<file path="src/rtl/uart_pkg.sv">
// Shared UART definitions: transmitter state encoding, oversampling default,
// word-length encodings and stop-bit durations in bclk ticks.
package uart_pkg;

    typedef enum logic [2:0] {
        IDLE,
        START,
        DATA,
        PARITY,
        STOP
    } tx_state_e;

    localparam int unsigned OVERSAMPLE_DEFAULT = 16;

    localparam logic [1:0] WLS_5 = 2'b00;
    localparam logic [1:0] WLS_6 = 2'b01;
    localparam logic [1:0] WLS_7 = 2'b10;
    localparam logic [1:0] WLS_8 = 2'b11;

    localparam int unsigned STOP1   = 16;
    localparam int unsigned STOP1P5 = 24;
    localparam int unsigned STOP2   = 32;

endpackage

</file>
<file path="src/rtl/uart_bit_timer.sv">
// Oversample tick counter with synchronous clear; done flags the tick that
// reaches the terminal count. Shared by the UART transmitter and receiver.
module uart_bit_timer #(
    parameter int unsigned WIDTH = 5
) (
    input  logic             clk,
    input  logic             rst,
    input  logic             tick,
    input  logic             clr,
    input  logic [WIDTH-1:0] term,
    output logic             done
);

    logic [WIDTH-1:0] cnt_q;
    logic [WIDTH-1:0] cnt_d;

    assign done = tick & (cnt_q == term);

    always_comb begin
        cnt_d = cnt_q;
        if (clr) begin
            cnt_d = '0;
        end else if (tick) begin
            cnt_d = cnt_q + 1'b1;
        end
    end

    always_ff @(posedge clk or posedge rst) begin
        if (rst) begin
            cnt_q <= '0;
        end else begin
            cnt_q <= cnt_d;
        end
    end

endmodule

</file>
<file path="src/rtl/uart_tsr.sv">
// UART transmit shift register: pops the TX buffer head with tsr_load and
// serialises start / data (LSB first) / optional parity / stop bits onto txd.
module uart_tsr
    import uart_pkg::*;
#(
    parameter int unsigned OVERSAMPLE = OVERSAMPLE_DEFAULT
) (
    input  logic       pclk,
    input  logic       preset,
    input  logic       bclk_tick,
    input  logic [7:0] tx_data,
    input  logic       tx_data_valid,
    input  logic [1:0] wls,
    input  logic       stb,
    input  logic       pen,
    input  logic       eps,
    input  logic       sp,
    input  logic       bc,
    output logic       txd,
    output logic       tsr_load,
    output logic       tsr_empty
);

    localparam logic [4:0] BIT_TERM = 5'(OVERSAMPLE - 1);

    tx_state_e  state_q, state_d;
    logic [7:0] shift_q, shift_d;
    logic [2:0] bit_cnt_q, bit_cnt_d;
    logic       par_acc_q, par_acc_d;
    logic [1:0] wls_q, wls_d;
    logic       stb_q, stb_d;
    logic       pen_q, pen_d;
    logic       eps_q, eps_d;
    logic       sp_q, sp_d;
    logic       txd_q, txd_d;
    logic       tsr_empty_q, tsr_empty_d;

    logic       bit_done;
    logic       stop_last_tick;
    logic       last_bit;
    logic       par_bit;
    logic       txd_fsm;
    logic [4:0] stop_term;
    logic [4:0] term;

    always_comb begin
        stop_term = 5'(STOP1 - 1);
        if (stb_q) begin
            stop_term = (wls_q == WLS_5) ? 5'(STOP1P5 - 1) : 5'(STOP2 - 1);
        end
    end

    assign term = (state_q == STOP) ? stop_term : BIT_TERM;

    uart_bit_timer #(.WIDTH(5)) u_timer (
        .clk  (pclk),
        .rst  (preset),
        .tick (bclk_tick),
        .clr  ((state_q == IDLE) | bit_done),
        .term (term),
        .done (bit_done)
    );

    assign stop_last_tick = (state_q == STOP) & bit_done;
    assign last_bit       = (bit_cnt_q == ({1'b0, wls_q} + 3'd4));
    assign tsr_load       = tx_data_valid & ((state_q == IDLE) | stop_last_tick) & ~preset;

    always_comb begin
        state_d   = state_q;
        shift_d   = shift_q;
        bit_cnt_d = bit_cnt_q;
        par_acc_d = par_acc_q;
        wls_d     = wls_q;
        stb_d     = stb_q;
        pen_d     = pen_q;
        eps_d     = eps_q;
        sp_d      = sp_q;

        case (state_q)
            IDLE: ;
            START: if (bit_done) state_d = DATA;
            DATA: begin
                if (bit_done) begin
                    par_acc_d = par_acc_q ^ shift_q[0];
                    if (last_bit) begin
                        state_d = pen_q ? PARITY : STOP;
                    end else begin
                        shift_d   = {1'b0, shift_q[7:1]};
                        bit_cnt_d = bit_cnt_q + 3'd1;
                    end
                end
            end
            PARITY: if (bit_done) state_d = STOP;
            STOP: if (bit_done) state_d = IDLE;
            default: state_d = IDLE;
        endcase

        // A load in STOP overrides the IDLE transition so the next start bit follows directly
        if (tsr_load) begin
            state_d   = START;
            shift_d   = tx_data;
            bit_cnt_d = '0;
            par_acc_d = 1'b0;
            wls_d     = wls;
            stb_d     = stb;
            pen_d     = pen;
            eps_d     = eps;
            sp_d      = sp;
        end

        par_bit = sp_q ? ~eps_q : (par_acc_d ^ ~eps_q);

        case (state_d)
            START:   txd_fsm = 1'b0;
            DATA:    txd_fsm = shift_d[0];
            PARITY:  txd_fsm = par_bit;
            default: txd_fsm = 1'b1;
        endcase

        txd_d       = bc ? 1'b0 : txd_fsm;
        tsr_empty_d = (state_d == IDLE);
    end

    always_ff @(posedge pclk or posedge preset) begin
        if (preset) begin
            state_q     <= IDLE;
            shift_q     <= '0;
            bit_cnt_q   <= '0;
            par_acc_q   <= 1'b0;
            wls_q       <= '0;
            stb_q       <= 1'b0;
            pen_q       <= 1'b0;
            eps_q       <= 1'b0;
            sp_q        <= 1'b0;
            txd_q       <= 1'b1;
            tsr_empty_q <= 1'b1;
        end else begin
            state_q     <= state_d;
            shift_q     <= shift_d;
            bit_cnt_q   <= bit_cnt_d;
            par_acc_q   <= par_acc_d;
            wls_q       <= wls_d;
            stb_q       <= stb_d;
            pen_q       <= pen_d;
            eps_q       <= eps_d;
            sp_q        <= sp_d;
            txd_q       <= txd_d;
            tsr_empty_q <= tsr_empty_d;
        end
    end

    assign txd       = txd_q;
    assign tsr_empty = tsr_empty_q;

endmodule

</file>
<file path="config.mk">
export PLATFORM = sky130hd
export DESIGN_NAME = uart_tsr
export DESIGN_NICKNAME = d
export VERILOG_FILES = /design/src/rtl/uart_pkg.sv /design/src/rtl/uart_bit_timer.sv /design/src/rtl/uart_tsr.sv
export SDC_FILE = /design/constraint.sdc
export NUM_CORES = 1
export LEC_CHECK = 0
export CAP_MARGIN = 20
export CORE_MARGIN = 3
export CORE_UTILIZATION = 57
export DETAILED_ROUTE_END_ITERATION = 8
export PLACE_DENSITY_LB_ADDON = 0.15
export SYNTH_ARGS = -nofsm -noshare
export SYNTH_HDL_FRONTEND = slang
export SYNTH_HIERARCHICAL = 1
export SYNTH_SLANG_ARGS = --single-unit
</file>
<file path="constraint.sdc">
create_clock -name pclk -period 7.12 [get_ports pclk]
set_clock_uncertainty 0.2 [all_clocks]
set_input_delay 1.424 -clock pclk [delete_from_list [all_inputs] [get_ports pclk]]
set_output_delay 1.424 -clock pclk [all_outputs]
set_load 0.02 [all_outputs]
</file>
# Yosys cells after proc, flatten, opt, wreduce, memory -nomap -nowiden
# Index checks and enable logic that the tools add are counted.
op_classes:
  n_addsub: 3
  eq_ne: 10
  muxes: 27
  bitwise: 10
  reduce_logical: 7
ops:
  columns: ["cell", "count"]
  rows:
  - ["2-to-1 mux 3 bit", 11]
  - ["2-to-1 mux 8 bit", 4]
  - ["2-to-1 mux 5 bit", 4]
  - ["case mux 3 bit (5 select lines)", 1]
  - ["== test 3 x 2 -> 1 bit, second input constant", 4]
  - ["== test 3 x 1 -> 1 bit, second input constant", 2]
  - ["logical NOT 3 bit", 2]
  - ["nonzero test 2 bit", 3]
  - ["adder 5 x 1 -> 5 bit, second input constant", 1]
  - ["== test 5 bit", 1]
  - ["2-to-1 mux 1 bit", 5]
  - ["bitwise AND 1 bit", 4]
  - ["2-to-1 mux 4 bit", 1]
  - ["adder 2 x 3 -> 3 bit, second input constant", 1]
  - ["adder 3 x 1 -> 3 bit, second input constant", 1]
  - ["== test 3 bit", 1]
  - ["== test 3 bit, second input constant", 1]
  - ["case mux 1 bit (3 select lines)", 1]
  - ["AND reduction 3 bit", 1]
  - ["logical NOT 2 bit", 1]
  - ["inequality test 2 bit, second input constant", 1]
  - ["inverter 1 bit", 2]
  - ["OR 1 bit", 2]
  - ["bitwise XOR 1 bit", 2]
totals:
  register_bits: 28
  inputBits: 19
  out_inout_bits: 3

# Longest topological paths before layout
depth:
  ltp_word: 15
  ltp_mapped: 14

# Cells and area by module
# The synthesis kept the hierarchy.
by_module_without_submodules:
  columns: ["mod", "instances", "cells_each", "area_per_inst_um2"]
  rows:
  - ["uart_tsr", 1, 125, 1153.6]
  - ["uart_bit_timer", 1, 27, 277.8]

# Worst setup path before layout
# No wires, ideal clock.
synth_timing:
  path_kind: "input to output"
  from: "input port bclk_tick"
  to: "output port tsr_load"
  arrival_time_ns: 2.300
  required_time_ns: 5.496
  setup_slack_ns: 3.196
  cell_stages: 6
  cell_sequence: "and3_1 -> nand2b_1 -> nand2_1 -> inv_1 -> buf_4 -> buf_2"
synth_via:
  elab_chain_cells: 5
synth_rtl:
  columns: ["item", "line_no", "rtl"]
  rows:
  - ["from (decl)", "uart_tsr.sv:10", "input logic bclk_tick,"]
  - ["bitwise AND 1 bit", "uart_bit_timer.sv:17", "assign done = tick & (cnt_q == term);"]
  - ["bitwise AND 1 bit", "uart_tsr.sv:64", "assign stop_last_tick = (state_q == STOP) & bit_done;"]
  - ["OR 1 bit", "uart_tsr.sv:66", "assign tsr_load = tx_data_valid & ((state_q == IDLE) | stop_last_tick) & ~preset;"]
  - ["bitwise AND 1 bit (2 in series)", "uart_tsr.sv:66", null]
  - ["to (decl)", "uart_tsr.sv:20", "output logic tsr_load,"]
# No other way between the ends.

# Worst setup path after layout
layout_timing:
  from: "input port bclk_tick"
  to: "output port tsr_load"
layout_via:
  elab_chain_cells: 5
layout_rtl:
  columns: ["item", "line_no", "rtl"]
  rows:
  - ["bitwise AND 1 bit", "uart_bit_timer.sv:17", null]
  - ["net bit_done", "uart_tsr.sv:38", "logic bit_done;"]
  - ["bitwise AND 1 bit", "uart_tsr.sv:64", null]
  - ["OR 1 bit", "uart_tsr.sv:66", null]
  - ["bitwise AND 1 bit (2 in series)", "uart_tsr.sv:66", null]
# The timed path passes the listed nets, and every way through them passes these cells.

==> impl_summary.txt <==
----------------------------------------------------
[Run status]
  Run status ... complete, no violations

[Setup path]
  Reg2reg end ... txd
  Required @ worst endpoint ... 5.50 ns
  Element type at the critical path end ... primary output
  Crit-path max FO ... 20
  Reg2reg path depth ... 12
  Data arrival time of the critical path ... ~4.0 ns
  Startpoint class of the critical path ... input port
  Worst setup slack for register-to-register paths ... 3.67 ns
  Reg2reg start ... state_q[1]
  Start-to-end type of the worst setup path ... in -> out

[Power and ir drop]
  Logic gate share of total power ... 0.320
  Worst vdd ir ... 0.214 mV
  Int Power ... approximately 0.34 mW
  Clock network fraction of total power ... 0.146
  Switching part of the total ... 0.366
  Sw power ... 0.195 mW
  Power density relative to cell area ... 317 nW/µm²
  Standby leakage power ... 0.793 nW
  Sequential group share of total power ... 0.535

[GRT]
  Global-route wire length before repair ... 4770 µm
  Vias in the first global route ... around 1100
  Residual overflow from global routing ... 0
  Number of antenna violations at the first check in global routing ... 0
  Largest net degree at the start of global routing ... 24
  Overall global routing resource usage ... 0.189

[Final layout]
  Relative area change from synthesis to final layout ... 17.5%
  Diodes inserted ... 0
  Number of filler instances in the final layout ... 176
  Fraction of final layout cells sized beyond drive strength 1 ... 0.0636
  Final Instance Count excl. Fillers ... ~200
  Final layout net count ... between 150 and 200

[STA]
  Final worst path period share ... 0.788
  Tightest slew margin relative to the limit ... 0.432
  Hold Slack ... 0.296 ns
  Final setup TNS ... 0 ns
  Highest attainable clock frequency ... 0.178 GHz
  Final Hold Viols ... 0
  Time the final worst path needs with I/O delays and setup ... between 5 and 6 ns
  Transition time at the pin with the least slew margin ... ~0.85 ns
  Total of endpoints with negative setup slack in the final report ... 0
  Max-slew violation count ... 0
  Unrepaired setup endpoints after global routing ... false
  Smallest setup slack after layout ... 1.51 ns

[Placement]
  Placer congestion estimate ... 0.774
  Number of cells in the design after placement ... 197
  Final HPWL from detailed placement ... 1970 µm
  Port bufs ... 21
  Setup WS pre-CTS ... between 1.5 and 2 ns

[Detailed routing]
  Total number of vias ... between 1000 and 1500
  Vias per std cell ... 5.42
  Average wire length per cell after detail routing ... 13.3 µm
  Pre-antenna DRT Iters ... 4
  Drt drc ... 0
  Final wirelength ... 2670 µm
  Starting DRT DRC Count ... 48
  DRT antenna net count ... 0

[Clock network]
  TritonCTS buffer count ... 3
  Post-CTS repair timing setup buffer count ... 0
  Resize count post-CTS ... 0
  Cell at the root of the clock tree ... clkbuf_4
  Later-pin clock latency in the skew report ... 0.33 ns
  Number of clock sinks ... 28
  Maximum level of the CTS H-tree ... 1
  Clock tree from TritonCTS ... done
  Hold-fix buffers at CTS ... 0
  Reg clk slew, reported paths ... 0.14 ns
  Buffer levels on the longest clock path ... 2

[Synth]
  Main flop type after synthesis ... dfrtp_1
  Average size of a mapped cell ... about 9.4 µm²
  Number of synthesized register bits ... 28
  Portion of the post-synthesis area used by sequential elements ... 0.491
  Leading post-synthesis cells by cell area ... dfrtp_1 (45%), nand2_1 (12%), xor2_1 (6.1%)
  Post-synth EDFFs ... 0
  Cell types with the highest counts after synthesis ... nand2_1 (44), dfrtp_1 (26), nor2_1 (12), xor2_1 (10), inv_1 (7)
  Share of the synthesized area in the top cell type ... 0.455
  Netlist Area Pre-Place ... 1430 µm²
  Most repeated cell in the gate-level netlist after synthesis ... nand2_1
  Distinct cell type count after synthesis ... 35
  Share of synthesized flip-flops with an asynchronous set or reset ... 1.00
  Cell accounting for the most synthesized area ... dfrtp_1
  Yosys warnings ... 6
  Syn Inst Count ... about 150

[Die]
  Overall die height ... 56.1 µm
  Floorplan Core Area ... between 2000 and 2500 µm²
  Total I/O pin count ... 22
  Initial Util ... 0.623
  Standard-cell rows ... 17
  Area of the die ... about 3100 µm²
  Width of the chip ... 56.1 µm

[Hold path]
  Beginning of the worst hold path ... shift_q[6]
  Hold Crit Endpoint ... shift_q[6]
  Path category of the worst min-delay check ... reg -> reg
  Instance count along the most critical hold path ... 2

[Run]
  Count of maximum capacitance violations ... 0

----------------------------------------------------
[registers in the layout, indices dropped and copies added, names as in the netlist]
register	count
bit_cnt_q	3
state_q	3
par_acc_q	1
stb_q	1
shift_q	8
u_timer/cnt_q	5
wls_q	2
pen_q	1
sp_q	1
tsr_empty	1
eps_q	1
txd	1
[per-layer routing]
| layer | track usage | vias up | share of wire |
|---|---|---|---|
| li1 | - | 547 | - |
| met1 | 0.260 | 523 | 0.46 |
| met2 | 0.294 | 17 | 0.51 |
| met3 | 0.0278 | 2 | 0.022 |
| met4 | 0.0847 | 0 | 0.0079 |
| met5 | 0 | - | 0 |
[power by group through the flow]
| stage | Sequential (mW) | Combinational, mW | Clock [mW] |
|---|---|---|---|
| 6_report | 0.285 | 0.170 | 0.0775 |
| 2_1_floorplan | 0.275 | 0.136 | 0 |
| 5_1_grt | 0.294 | 0.195 | 0.0851 |
| 4_1_cts | 0.285 | 0.172 | 0.0802 |
| 3_3_place_gp | 0.285 | 0.162 | 0 |
| 3_5_place_dp | 0.288 | 0.170 | 0 |
[worst max-delay path by stage]
| stage | startpoint | end | slack [ns] | cells after the start |
|---|---|---|---|---|
| 2_1_floorplan | bclk_tick | tsr_load | 3.20 | 6 |
| 3_3_place_gp | bclk_tick | tsr_load | 1.61 | 6 |
| 3_5_place_dp | bclk_tick | tsr_load | 1.52 | 6 |
| 4_1_cts | bclk_tick | tsr_load | 1.52 | 6 |
| 5_1_grt | bclk_tick | tsr_load | 1.30 | 6 |
| 6_report | bclk_tick | tsr_load | 1.51 | 6 |
[kinds of logic (layout without fill, tap and decap cells)]
group	Yosys count	after routing	synth area share
other	1	3	0.00262
multiplexers	3	3	0.0210
AO/OA/AOI/OAI	19	19	0.101
AND/OR/NAND/NOR	72	72	0.236
buffers and inverters	13	32	0.0455
flip-flops	28	28	0.491
XOR/XNOR	14	14	0.0857
adder cells (fa/ha/maj)	2	2	0.0175
[critical path, stage by stage]
cell             delay [ns]
clkdlybuf4s50_1        0.59
and3_1                 0.31
nand2b_1               0.14
nand2_1                0.24
inv_1                  0.56
clkdlybuf4s50_1        0.72
[metrics by stage]
stage / util / cell area, µm² / total power, mW
after CTS: 0.732 / 1680 / 0.537
final: 0.732 / 1680 / 0.532
after global routing: 0.732 / 1680 / 0.575
after global placement: 0.716 / 1650 / 0.447
after detailed placement: 0.716 / 1650 / 0.459
after floorplan: - / 1440 / 0.411
[cell type report]
type	count	area [µm²]	share of cell area
timing repair buffer	21	210	0.125
multi-input combinational	113	671	0.399
clock buffer	4	36.3	0.0216
tap	28	35.0	0.0208
sequential	28	703	0.418
inverter	7	26.3	0.0156
[cell usage in the layout, fill, tap and decap left out, types with 3 or more instances in the layout]
| cell | Yosys | final |
|---|---|---|
| o21ai_0 | 5 | 5 |
| inv_1 | 7 | 7 |
| nand2_1 | 44 | 44 |
| mux2i_1 | 3 | 3 |
| conb_1 | 1 | 3 |
| xor2_1 | 10 | 10 |
| clkdlybuf4s50_1 | 0 | 21 |
| a22oi_1 | 6 | 6 |
| clkbuf_4 | 0 | 3 |
| xnor2_1 | 4 | 4 |
| dfrtp_1 | 26 | 26 |
| nor2_1 | 12 | 12 |
Note: power is estimated with default switching activity, not from simulation.
